## src/rtl/pattern_sequencer.sv

```systemverilog
// Frame-synchronous test-pattern selector: debounced next/prev buttons, commit on frame_start,
// registered and blanked RGB output. Define PATTERN_SEQUENCER_AUTO_CYCLE_EN for auto-cycle mode.
module pattern_sequencer #(
    parameter int NUM_PATTERNS    = 4,
    parameter int DEBOUNCE_CYCLES = 250000,
    parameter int AUTO_FRAMES     = 300,
    parameter int H_ACTIVE        = 640,
    parameter int V_ACTIVE        = 480
) (
    input  logic                            clock25MHz,
    input  logic                            reset,
    input  logic [9:0]                      x,
    input  logic [9:0]                      y,
    input  logic                            frame_start,
    input  logic                            btn_next,
    input  logic                            btn_prev,
    input  logic                            btn_mode,
    input  logic [12*NUM_PATTERNS-1:0]      pat_rgb,
    output logic [3:0]                      red,
    output logic [3:0]                      green,
    output logic [3:0]                      blue,
    output logic [$clog2(NUM_PATTERNS)-1:0] pattern_sel,
    output logic                            switch_pending,
    output logic                            auto_mode
);
    localparam int SEL_W = $clog2(NUM_PATTERNS);
    localparam int CNT_W = (DEBOUNCE_CYCLES > 1) ? $clog2(DEBOUNCE_CYCLES) : 1;
`ifdef PATTERN_SEQUENCER_AUTO_CYCLE_EN
    localparam int NUM_BTN = 3;
`else
    localparam int NUM_BTN = 2;
`endif

    typedef enum logic {
        IDLE    = 1'b0,
        PENDING = 1'b1
    } state_t;

    logic [NUM_BTN-1:0] btn_raw;
    logic [NUM_BTN-1:0] sync1_q, sync2_q, level_q, press_q;
    logic [CNT_W-1:0]   cnt_q [NUM_BTN];

    state_t             state_q, state_d;
    logic               dir_next_q, dir_next_d;
    logic [SEL_W-1:0]   sel_q, sel_d;
    logic [11:0]        pix_q, pix_d;
    logic               press_one;

    // Bit 0 = next, bit 1 = prev, bit 2 = mode (auto build only).
`ifdef PATTERN_SEQUENCER_AUTO_CYCLE_EN
    assign btn_raw = {btn_mode, btn_prev, btn_next};
`else
    logic unused_btn_mode;
    assign btn_raw         = {btn_prev, btn_next};
    assign unused_btn_mode = btn_mode;
`endif

    always_ff @(posedge clock25MHz or negedge reset) begin
        if (!reset) begin
            sync1_q <= '0;
            sync2_q <= '0;
            level_q <= '0;
            press_q <= '0;
            for (int i = 0; i < NUM_BTN; i++) cnt_q[i] <= '0;
        end else begin
            sync1_q <= btn_raw;
            sync2_q <= sync1_q;
            for (int i = 0; i < NUM_BTN; i++) begin
                press_q[i] <= 1'b0;
                if (sync2_q[i] == level_q[i]) begin
                    cnt_q[i] <= '0;
                end else if (cnt_q[i] == CNT_W'(DEBOUNCE_CYCLES - 1)) begin
                    level_q[i] <= sync2_q[i];
                    press_q[i] <= sync2_q[i];
                    cnt_q[i]   <= '0;
                end else begin
                    cnt_q[i] <= cnt_q[i] + 1'b1;
                end
            end
        end
    end

    function automatic logic [SEL_W-1:0] sel_inc(input logic [SEL_W-1:0] s);
        return (s == SEL_W'(NUM_PATTERNS - 1)) ? '0 : s + 1'b1;
    endfunction

    function automatic logic [SEL_W-1:0] sel_dec(input logic [SEL_W-1:0] s);
        return (s == '0) ? SEL_W'(NUM_PATTERNS - 1) : s - 1'b1;
    endfunction

    // Next and prev in the same cycle cancel out.
    assign press_one = press_q[0] ^ press_q[1];

`ifdef PATTERN_SEQUENCER_AUTO_CYCLE_EN
    localparam int FCNT_W = (AUTO_FRAMES > 1) ? $clog2(AUTO_FRAMES) : 1;
    logic              auto_q, auto_d;
    logic [FCNT_W-1:0] fcnt_q, fcnt_d;

    always_ff @(posedge clock25MHz or negedge reset) begin
        if (!reset) begin
            auto_q <= 1'b0;
            fcnt_q <= '0;
        end else begin
            auto_q <= auto_d;
            fcnt_q <= fcnt_d;
        end
    end

    assign auto_mode = auto_q;
`else
    assign auto_mode = 1'b0;
`endif

    always_comb begin
        state_d    = state_q;
        dir_next_d = dir_next_q;
        sel_d      = sel_q;
`ifdef PATTERN_SEQUENCER_AUTO_CYCLE_EN
        auto_d     = auto_q;
        fcnt_d     = fcnt_q;
`endif
        if (frame_start && state_q == PENDING) begin
            sel_d   = dir_next_q ? sel_inc(sel_q) : sel_dec(sel_q);
            state_d = IDLE;
        end
        // A press on the commit cycle re-arms PENDING and waits for the following frame.
        if (press_one) begin
            dir_next_d = press_q[0];
            state_d    = PENDING;
        end
`ifdef PATTERN_SEQUENCER_AUTO_CYCLE_EN
        if (auto_q && frame_start) begin
            if (state_q == PENDING) begin
                fcnt_d = '0;
            end else if (fcnt_q == FCNT_W'(AUTO_FRAMES - 1)) begin
                sel_d  = sel_inc(sel_q);
                fcnt_d = '0;
            end else begin
                fcnt_d = fcnt_q + 1'b1;
            end
        end
        if (press_q[2]) begin
            auto_d = !auto_q;
            if (auto_q) fcnt_d = '0;
        end
`endif
    end

    always_comb begin
        pix_d = '0;
        if (x < 10'(H_ACTIVE) && y < 10'(V_ACTIVE)) begin
            for (int k = 0; k < NUM_PATTERNS; k++) begin
                if (sel_q == SEL_W'(k)) pix_d = pat_rgb[12*k +: 12];
            end
        end
    end

    always_ff @(posedge clock25MHz or negedge reset) begin
        if (!reset) begin
            state_q    <= IDLE;
            dir_next_q <= 1'b0;
            sel_q      <= '0;
            pix_q      <= '0;
        end else begin
            state_q    <= state_d;
            dir_next_q <= dir_next_d;
            sel_q      <= sel_d;
            pix_q      <= pix_d;
        end
    end

    // switch_pending is the FSM state itself, so it doubles as the state debug view.
    assign switch_pending       = (state_q == PENDING);
    assign pattern_sel          = sel_q;
    assign {red, green, blue}   = pix_q;

endmodule

```

## config.mk

```make
export PLATFORM = sky130hd
export DESIGN_NAME = pattern_sequencer
export DESIGN_NICKNAME = d
export VERILOG_FILES = /design/src/rtl/pattern_sequencer.sv
export SDC_FILE = /design/constraint.sdc
export NUM_CORES = 1
export LEC_CHECK = 0
export BUFFER_PORTS_ARGS = -buffer_cell sky130_fd_sc_hd__buf_2
export CORE_MARGIN = 4
export CORE_UTILIZATION = 56
export DETAILED_ROUTE_END_ITERATION = 7
export PLACE_DENSITY = 0.85
export SLEW_MARGIN = 15
export SYNTH_ARGS = -nofsm -noshare
export SYNTH_HDL_FRONTEND = slang
export SYNTH_SLANG_ARGS = --single-unit
```

## constraint.sdc

```tcl
create_clock -name clock25MHz -period 4.15 [get_ports clock25MHz]
set_clock_uncertainty 0.2 [all_clocks]
set_input_delay 0.415 -clock clock25MHz [delete_from_list [all_inputs] [get_ports clock25MHz]]
set_output_delay 0.415 -clock clock25MHz [all_outputs]
set_load 0.03 [all_outputs]
```

[After elaboration in Yosys (flattened, before gate mapping)]
Cells that the tools add are included.
Storage, ports and cells
  flip-flop bits (word level): 60
  bits of input ports: 74
  output and inout bits: 16
  word-level logic and storage cells: 51
Cells by class
  $add $sub $neg: 4
  order comparisons: 2
  equal/unequal tests: 7
  mux-type cells: 18
  bitwise gates (word level): 3
  reductions and logical operators: 6
Operators by type and width (number)
  $mux W18: 4
  $mux W12: 5
  $add A18 B1 Y18 const B: 2
  $eq A18 B18 Y1 const B: 2
  $lt A10 B10 Y1 const B: 1
  $lt A10 B9 Y1 const B: 1
  $mux W1: 6
  $mux W2: 3
  $eq A2 B2 Y1 const B: 2
  $reduce_and A2 Y1: 2
  $add A2 B1 Y2 const B: 1
  $eq A1 B1 Y1: 2
  $eq A2 B1 Y1 const B: 1
  $logic_and A1 B1 Y1: 2
  $logic_not A2 Y1: 1
  $not A1 Y1: 2
  $reduce_bool A2 Y1: 1
  $sub A2 B1 Y2 const B: 1
  $xor A1 B1 Y1: 1

[Depth between registers and ports, before layout]
Gate-level depths: netlist of the first run.
  depth after elaboration: 6
  mapped depth: 7
  gate-level depth less buffers: 6

[Worst setup path after synthesis of the first run]
No wires, ideal clock.
  path type: flip-flop to flip-flop
  start point: register sel_q[1], in the netlist pattern_sel[1]
  end point: register pix_q[2]
  setup time: 0.078 ns
  arrival: 1.783 ns
  required time: 3.872 ns
  path slack: 2.089 ns
  cell stages (with the launch flop): 8
  path buffers: 1
  clock period less this slack: 2.061 ns
  cells stage by stage: dfrtp_1 -> inv_1 -> ha_1 -> nor2b_1 -> clkbuf_1 -> a221oi_1 -> a211o_1 -> a21oi_1
On the way
  longest elaborated chain between the ends: 6
  elaborated cells between the ends (all ways): 9
  those cells by class: eq/ne: 3; mux: 5; reduce/logical: 1
RTL lines
  start: declaration: line 45  | logic [SEL_W-1:0] sel_q, sel_d;
  start signal: assignment: line 167  | sel_q <= sel_d;
  $logic_not A2 Y1: line 153  | if (sel_q == SEL_W'(k)) pix_d = pat_rgb[12*k +: 12];
  $mux W12 (3 in series): line 153
  $mux W12 *: line 153
  $mux W12 *: line 151  | if (x < 10'(H_ACTIVE) && y < 10'(V_ACTIVE)) begin
  via pix_d[2]: line 46  | logic [11:0] pix_q, pix_d;
  end signal: assignment: line 168  | pix_q <= pix_d;
  end: declaration: line 46
Mark *: on every way through the listed nets, which the timed path passes. The rest lies on a longest branch.
A chain may end at the register's enable or synchronous reset.

[Worst setup path after layout of the first run]
  start point: register sel_q[1], in the netlist pattern_sel[1]
  end point: register pix_q[3]
Same word-level chain as after synthesis.

==> results of run 1 <==
## sequential cells by signal, summed over array words and instances, names as in the netlist
name and flops:
switch_pending 1, pix_q 12, press_q 2, dir_next_q 1, sync2_q 2, pattern_sel 2
level_q 2, sync1_q 2, cnt_q 36
## placed cells by master, fill, tap and decap left out, types with 2 or more instances in the layout
cell and instances:
clkbuf_8 10, inv_1 21, dlygate4sd3_1 3, or4_1 2, or3_1 2, nand2_1 26, and2_1 2, a211o_1 11
nand3_1 14, clkinv_2 2, nor3b_1 3, nor3_1 6, ha_1 6, nor4_1 13, nand4_1 11, dfrtp_1 60
xnor2_1 25, mux2_1 2, clkbuf_1 4, a21oi_1 17, o21ai_0 7, and4_1 2, xor2_1 8, buf_2 75
a221oi_1 11, and3_1 2, nor2_1 36, nor2b_1 2
## per-stage QoR
stage / std cells / utilization [%] / hold slack (ns) / area [µm²]
final: 467 / 70.6 / 0.0735 / 3670
after global routing: 467 / 70.6 / 0.0798 / 3670
after CTS: 467 / 70.6 / 0.0561 / 3670
after detailed placement: 448 / 66.9 / 0.135 / 3480
after global placement: 448 / 66.9 / 0.134 / 3480
after floorplan: 316 / - / -0.0806 / 3070
## power by group through the flow
stage,Sequential [W],Combinational (W),Clock (W)
2_1_floorplan,0.000653,0.0000942,0
3_3_place_gp,0.000626,0.000186,0
5_1_grt,0.000618,0.000214,0.000481
6_report,0.000616,0.000192,0.000440
3_5_place_dp,0.000627,0.000192,0
4_1_cts,0.000616,0.000195,0.000451
## layer usage
metal	track usage, %	vias to the layer above
met5	0	-
met4	9.30	0
met3	6.47	8
li1	-	1273
met1	24.1	1198
met2	36.2	79
## logic make-up (layout without fill, tap and decap cells)
family                     Yosys count  in the layout  share of synthesized area (%)
and+or+nand+nor                    127            127                           21.4
other                                1              1                          0.122
buffers and inverters               35            116                           4.52
xor gates and xnor gates            33             33                           9.41
adders and majority gates            7              7                           2.77
DFF                                 60             60                           48.9
muxes                                2              2                          0.733
AOI/OAI and AO/OA                   51             51                           12.1
## cells in the mapped netlist (all sizes together)
cell type	number	area (µm²)
ha	6	75.1
nor2	36	135
maj3	1	10.0
a221oi	11	96.3
nand3b	1	7.51
and2	2	12.5
nor3	6	30.0
inv	21	78.8
mux2	2	22.5
and3	2	12.5
dfrtp	60	1500
o21ai	7	35.0
a21oi	18	93.8
o31ai	1	7.51
nor4	13	81.3
xor2	8	70.1
and4	2	17.5
or3	3	23.8
buf	4	22.5
nand4	12	90.1
a22oi	1	7.51
nand3	15	80.1
nand2	26	97.6
a211o	11	96.3
or4b	1	13.8
xnor2	25	219
clkbuf	10	37.5
a31o	1	8.76
nor2b	2	12.5
conb	1	3.75
nor3b	3	22.5
or4	2	15.0
o41ai	1	27.5
or2	1	6.26
## final cells by class
type / instances / area [µm²]
Inverter: 21 / 78.8
Sequential cell: 60 / 1500
Timing Repair Buffer: 79 / 413
Clock buffer: 14 / 153
Tap cell: 70 / 87.6
Multi-Input combinational cell: 221 / 1430
Clock inverter: 2 / 10.0
Fill cell: 406 / 1530
## worst paths after layout
check / slack, ns / endpoint / depth (start not counted)
setup / recovery: 1.71 / pix_q[3] / 6
hold / removal: 0.07 / switch_pending / 2
setup reg to reg: 1.71 / pix_q[3] / 6
hold reg to reg: 0.15 / sync2_q[0] / 0
max in group asynchronous: 2.48 / cnt_q[6] / 3
min in group asynchronous: 0.43 / sync1_q[0] / 2
## repair_timing
action | CTS | global route
hold buffers | 3 | 0
hold endpoints to repair | 30 | 0
gates resized for setup | 0 | 0
==> results_dict.tcl, run 1 <==
set metrics [dict create \
    cp_data_required_time_ns 4.20 \
    fin_nets 472 \
    top_layer "met4" \
    r2r-start "pattern_sel[1]" \
    dr_wl_met3_um 583 \
    pwr-share-clk_pct 35.2 \
    ys_ff_latch 60 \
    synth_area_um2 3070 \
    synth.distinct_cells 39 \
    cts_tree "built" \
    dr.first_iter.drc_count 142 \
    cell_internal_pwr_w 0.000916 \
    netlist_instances 316 \
    clock_sinks 60 \
    fin_tns_setup_ns 0 \
    grt_pass1_wl_mm 10.7 \
    startpoint "pattern_sel[1]" \
    coreArea_um2 5200 \
    cts_buffers 9 \
    start_util_pct 59.0 \
    grt_max_degree 33 \
    die_y_um 82.1 \
    antenna_found_initial 0 \
    crit_chain "inv_1, ha_1, nor2b_1, a221oi_1, a211o_1, a21oi_1" \
    ys_seq_area_share_pct 48.9 \
    critical_path_arrival_ns 2.48 \
    cts_max_level 3 \
    p_total_w 0.00125 \
    syn_to_final_growth_pct 19.6 \
    holdCritPathClass "input pin to register" \
    drive_above_1_share_pct 23.7 \
    cap_viol_max_count 0 \
    routedLengthMet1_mm 2.84 \
    vias 2558 \
    path_delay_family "simple AND/OR/NAND/NOR gates" \
    critPathKind "register to register" \
    status "finished clean" \
    port_buffers 75 \
    clk_pin_slew_ns 0.06 \
    wire_per_inst_um 14.2 \
    viasPerCell 5.48 \
    dp_slack_ns 1.73 \
    cts_root_buffer "clkbuf_8" \
    hold_viol 0 \
    crit_buf_inv 1 \
    min_period_ns 2.44 \
    fp.dieW_um 82.1 \
    drt_pass1_iterations 4 \
    post_cts_buffers 0 \
    peakVddDrop_v 0.000253 \
    hp-start "frame_start" \
    layout_setup_ws_ns 1.71 \
    ioPinCount 90 \
    setup_violations 0 \
    slew_headroom_pct 35.6 \
    slowest_delay_ns 0.67 \
    p_leak_nw 1.70 \
    path_max_fanout 14 \
    worstSkewPairLatency_ns 0.33 \
    cp-start-kind "register" \
    grt-ovfl-total 0 \
    rsz0062_at_grt "no" \
    ys.warnings.count 0 \
    max_freq_ghz 0.410 \
    num_rows 26 \
    finalMaxSlewViolations 0 \
    die_area_um2 6730 \
    antenna_cells 0 \
    synth_nets 396 \
    drcViolationCount 0 \
    synth_area_per_cell_um2 9.72 \
    swShare_pct 26.6 \
    combPwrFrac_pct 15.4 \
    grt_pass1_vias 2434 \
    dp_hpwl_mm 4.91 \
    wl_mm 6.63 \
    p_seq_share_pct 49.4 \
    gp_congestion 0.845 \
    worst_pin_slew_ns 0.963 \
    crit_path_top_delay_cell "nor2b_1" \
    p_per_area_nw_per_um2 340 \
    met2_length_mm 3.12 \
    endpoint_kind "register" \
    finalCritPeriodShare_pct 58.8 \
    cts_max_path_buffers 2 \
    grt_usage_pct 21.1 \
    p_switching_w 0.000332 \
    ant_nets 0 \
]
Power figures use the tool's default switching activity.
==> run 2, diff against run 1 <==
Settings changed: CORE_UTILIZATION 56 to 47, PLACE_DENSITY 0.85 to 0.76.
Clock period 4.15 ns to 2.15 ns, I/O delays scaled along.
==> run 2 against run 1 <==
  * Cell area rose by 7.1%
  * Non-clock buffer count rose by 25
  * Utilization fell by 8.6 points
  * Routed wire length rose by 6.5%
  * Critical path depth fell by 2
  * Setup slack got worse by 1.6 ns
  * Largest power group unchanged
  * Cell count rose by 6.9%
  * Worst hold slack got worse by 0.045 ns
  * Register-to-register slack got worse by 1.6 ns
  * Highest routed layer unchanged
==> results_dict.tcl, run 2 (synthesis results as in run 1) <==
set metrics [dict create \
    port_buffers 75 \
    largest_reg_flops 36 \
    clock_sinks 60 \
    nFillCells 531 \
    grt_pass1_wl_mm 11.6 \
    wire_per_inst_um 14.2 \
    cts_buffers 9 \
    antenna_cells 0 \
    cts_max_path_buffers 2 \
    coreArea_um2 6350 \
    critical_path_arrival_ns 2.06 \
    fin_nets 497 \
    critPathKind "register to register" \
    vias 2686 \
    fp.dieW_um 88.8 \
    grt_max_degree 37 \
    dp_hpwl_mm 5.06 \
    slowest_delay_ns 0.49 \
    antenna_found_initial 0 \
    crit_chain "nor4_1, nand4_1, or4_1, mux2_1" \
    cp_data_required_time_ns 2.17 \
    design_area_um2 3940 \
    finalCritPeriodShare_pct 94.8 \
    dr.first_iter.drc_count 84 \
    p_per_area_nw_per_um2 628 \
    worstSkewPairLatency_ns 0.33 \
    finalMaxSlewViolations 0 \
    crit_path_top_delay_cell "or4_1" \
    most-common-layout-cells "buf_2 (75), dfrtp_1 (60), nor2_1 (36)" \
    mostFrequentLayoutCell "buf_2" \
    post_cts_buffers 0 \
    crit_buf_inv 0 \
    rsz0062_at_grt "no" \
    path_delay_family "simple AND/OR/NAND/NOR gates" \
    drcViolationCount 0 \
    grt-ovfl-total 0 \
    endpoint_kind "register" \
    cts_tree "built" \
    holdCritPathClass "input pin to register" \
    drt_pass1_iterations 4 \
    die_y_um 88.8 \
    fin_tns_setup_ns 0 \
    gp_congestion 0.840 \
    startpoint "cnt_q[29]" \
    hold_viol 0 \
    largest_registers "cnt_q: 36 flops, pix_q: 12 flops" \
    ioPinCount 90 \
    cap_viol_max_count 0 \
    worst_pin_slew_ns 0.578 \
    place_area_um2 3590 \
    viasPerCell 5.38 \
    clk_pin_slew_ns 0.07 \
    status "finished clean" \
    cts_max_level 3 \
    path_max_fanout 5 \
    p_leak_nw 1.83 \
    cts_root_buffer "clkbuf_8" \
    min_period_ns 2.04 \
    num_rows 29 \
    setup_violations 0 \
    grt_pass1_vias 2686 \
    hp-start "pat_rgb[32]" \
    peakVddDrop_v 0.000458 \
    wl_mm 7.06 \
    largest-register "cnt_q" \
    drive_above_1_share_pct 26.3 \
    grt_usage_pct 19.1 \
    syn_to_final_growth_pct 28.1 \
    r2r-start "cnt_q[29]" \
    slew_headroom_pct 61.5 \
    ant_nets 0 \
    cp-start-kind "register" \
    die_area_um2 7890 \
    max_freq_ghz 0.491 \
    holdWs_ns 0.0282 \
    start_util_pct 48.4 \
]
run 2: cell count changes in the layout (fill, tap and decap cells not counted), sizes merged:
cell / before / now
clkinvlp: 0 / 1
dlygate4sd3: 3 / 16
clkinv: 2 / 4
buf: 76 / 88
clkbuf: 14 / 11
run 2: power breakdown:
group          switching, W  leakage [nW]  total (W)  internal, W
clock network      0.000422        0.0889   0.000864     0.000441
registers         0.0000217         0.816    0.00119      0.00117
logic              0.000229         0.924   0.000421     0.000192
total              0.000674          1.83    0.00247      0.00180
run 2: per-stage QoR:
stage          cells  total power (W)  setup WS (ns)  utilization (%)
5_1_grt          499          0.00261         0.0334             62.0
6_report         499          0.00247          0.111             62.0
3_3_place_gp     467          0.00159        -0.0202             56.6
3_5_place_dp     467          0.00160        -0.0728             56.6
4_1_cts          499          0.00251         0.0905             61.8
2_1_floorplan    316          0.00144         0.0894                -
run 2: cell type report:
| class | instances | area, µm² | area share, % |
|---|---|---|---|
| flip-flops and latches | 60 | 1500 | 38.2 |
| clock buffers | 11 | 141 | 3.59 |
| inverters | 21 | 78.8 | 2.00 |
| multi-input cells | 221 | 1440 | 36.7 |
| well taps | 77 | 96.3 | 2.45 |
| clock inverters | 5 | 27.5 | 0.700 |
| repair buffers | 104 | 646 | 16.4 |
run 2: timing repair:
| action | CTS | global route |
|---|---|---|
| endpoints found under the hold margin | 39 | 0 |
| hold buffers | 16 | 0 |
| endpoints found under the setup margin | 11 | 2 |
| gates resized for setup | 1 | 2 |
| pin swaps | 0 | 0 |
run 2: worst min-delay path, cell delays in order:
cell and delay [ns]:
buf_2 0.09, inv_1 0.04, a211o_1 0.11, a21oi_1 0.05
run 2: final timing paths:
check                           cells after the start    endpoint  slack (ns)
worst max register to register                      4  level_q[0]        0.11
min in group asynchronous                           2   pix_q[10]        0.22
max in group asynchronous                           3   cnt_q[27]        0.94
worst max-delay path                                4  level_q[0]        0.11
worst min-delay path                                4    pix_q[8]        0.03
worst min register to register                      0  sync2_q[0]        0.15
run 2: per-layer routing:
metal | track usage [%] | part of all wire (%) | vias up
li1 | - | - | 1316
met1 | 21.9 | 43 | 1263
met2 | 33.0 | 47 | 95
met3 | 4.84 | 8.4 | 12
met4 | 9.07 | 2.1 | 0
met5 | 0 | 0 | -
==> run 3, diff against run 2 <==
==> constraint.sdc (replaced) <==
create_clock -name clock25MHz -period 2.15 [get_ports clock25MHz]
set_clock_uncertainty 0.2 [all_clocks]
set_input_delay 0.645 -clock clock25MHz [delete_from_list [all_inputs] [get_ports clock25MHz]]
set_output_delay 0.645 -clock clock25MHz [all_outputs]
set_load 0.03 [all_outputs]
==> run 3 against run 2 <==
  * Cell area is 3.7% lower
  * Cell count is 3.6% lower
  * First-iteration DRC count is 32% higher
  * Setup slack worse by 0.026 ns
  * Via count is 2.9% lower
  * Clock-buffer cell count is 1 lower
  * Die area stayed put
  * Critical path type unchanged
  * Critical endpoint unchanged
==> results_dict.tcl, run 3 (synthesis results as in run 1) <==
set metrics [dict create \
    place_area_um2 3600 \
    max_freq_ghz 0.484 \
    fin_tns_setup_ns 0 \
    dp_hpwl_mm 4.93 \
    crit_path_top_delay_cell "or4_4" \
    largest_registers "cnt_q: 36 flops, pix_q: 12 flops" \
    mostFrequentLayoutCell "buf_2" \
    setup_violations 0 \
    cts_max_path_buffers 2 \
    ant_nets 0 \
    status "finished clean" \
    fp.dieW_um 88.8 \
    start_util_pct 48.4 \
    post_cts_buffers 0 \
    antenna_cells 0 \
    cp_data_required_time_ns 2.16 \
    fin_nets 482 \
    cts_max_level 3 \
    holdWs_ns 0.0971 \
    largest-register "cnt_q" \
    wl_mm 6.64 \
    largest_reg_flops 36 \
    clock_sinks 60 \
    design_area_um2 3790 \
    holdCritPathClass "input pin to asynchronous set/reset pin" \
    drt_pass1_iterations 5 \
    finalCritPeriodShare_pct 96.0 \
    cts_root_buffer "clkbuf_8" \
    port_buffers 75 \
    cap_viol_max_count 0 \
    cp-start-kind "register" \
    syn_to_final_growth_pct 23.4 \
    grt_pass1_wl_mm 10.8 \
    die_area_um2 7890 \
    p_leak_nw 1.77 \
    grt_usage_pct 17.7 \
    gp_congestion 0.802 \
    clk_pin_slew_ns 0.07 \
    antenna_found_initial 0 \
    min_period_ns 2.06 \
    dr.first_iter.drc_count 111 \
    rsz0062_at_grt "no" \
    critical_path_arrival_ns 2.08 \
    cts_tree "built" \
    peakVddDrop_v 0.000433 \
    critPathKind "register to register" \
    grt-ovfl-total 0 \
    p_per_area_nw_per_um2 665 \
    crit_chain "ha_1, nand3_1, or4_4, mux2_1" \
    vias 2608 \
    cts_buffers 9 \
    drcViolationCount 0 \
    ioPinCount 90 \
    hold_viol 0 \
    most-common-layout-cells "buf_2 (75), dfrtp_1 (60), nor2_1 (36)" \
    num_rows 29 \
    grt_pass1_vias 2544 \
    path_max_fanout 4 \
    grt_max_degree 61 \
    worstSkewPairLatency_ns 0.34 \
    viasPerCell 5.42 \
    coreArea_um2 6350 \
    slowest_delay_ns 0.58 \
    holdBufCountCts 0 \
    die_y_um 88.8 \
    drive_above_1_share_pct 27.5 \
    finalMaxSlewViolations 0 \
    wire_per_inst_um 13.8 \
    endpoint_kind "register" \
]
[run 3: cell types whose count changed in the layout (fill, tap and decap cells not counted), sizes merged]
cell,delta
clkinvlp,-1
clkinv,-2
bufinv,+1
dlygate4sd3,-16
clkbuf,-1
buf,+1
[run 3: cell type report]
type                            count  area (µm²)
Multi-Input combinational cell    221        1440
Inverter                           21        78.8
Clock inverter                      3        40.0
Timing Repair Buffer               89         493
Fill cell                         532        2560
Tap cell                           77        96.3
Sequential cell                    60        1500
Clock buffer                       10         138
[run 3: stage by stage]
step | util [%] | total power, W | worst slack [ns] | cells
floorplan | - | 0.00144 | 0.0894 | 316
global placement | 56.7 | 0.00159 | -0.0334 | 468
detailed placement | 56.7 | 0.00160 | -0.0827 | 468
CTS | 59.5 | 0.00256 | 0.0240 | 481
global route | 59.7 | 0.00265 | 0.00877 | 481
finish | 59.7 | 0.00252 | 0.0858 | 481
[run 3: where the power goes]
part / internal [W] / switching, W
combinational: 0.000170 / 0.000219
sequential: 0.00117 / 0.0000216
clock: 0.000543 / 0.000401
total: 0.00188 / 0.000641
[run 3: path summary, 6_finish.rpt]
check,startpoint,end,slack [ns],cells after the start
min in group clock25MHz,sync1_q[1],sync2_q[1],0.15,0
worst max-delay path,cnt_q[18],level_q[0],0.09,4
worst min-delay path,reset,pix_q[6],0.1,2
worst max register to register,cnt_q[18],level_q[0],0.09,4
max in group asynchronous,reset,cnt_q[31],1.39,2
worst min register to register,sync1_q[1],sync2_q[1],0.15,0
[run 3: timing repair]
| item | in CTS | in global routing |
|---|---|---|
| endpoints found under the setup margin | 11 | 1 |
| gates resized for setup | 1 | 2 |
| pin swaps | 0 | 1 |
[run 3: metal layers]
metal	routed length (µm)	up-vias	global-route usage, %
li1	-	1281	-
met1	2720	1213	19.0
met2	3130	99	31.8
met3	657	15	4.93
met4	136	0	8.65
met5	0	-	0
[run 3: critical path, delay by kind of cell, from the launching register on]
kind	cells	cell delay (ns)
simple gates	2	0.77
flops	1	0.41
mux	1	0.33
fa+ha+maj	1	0.23
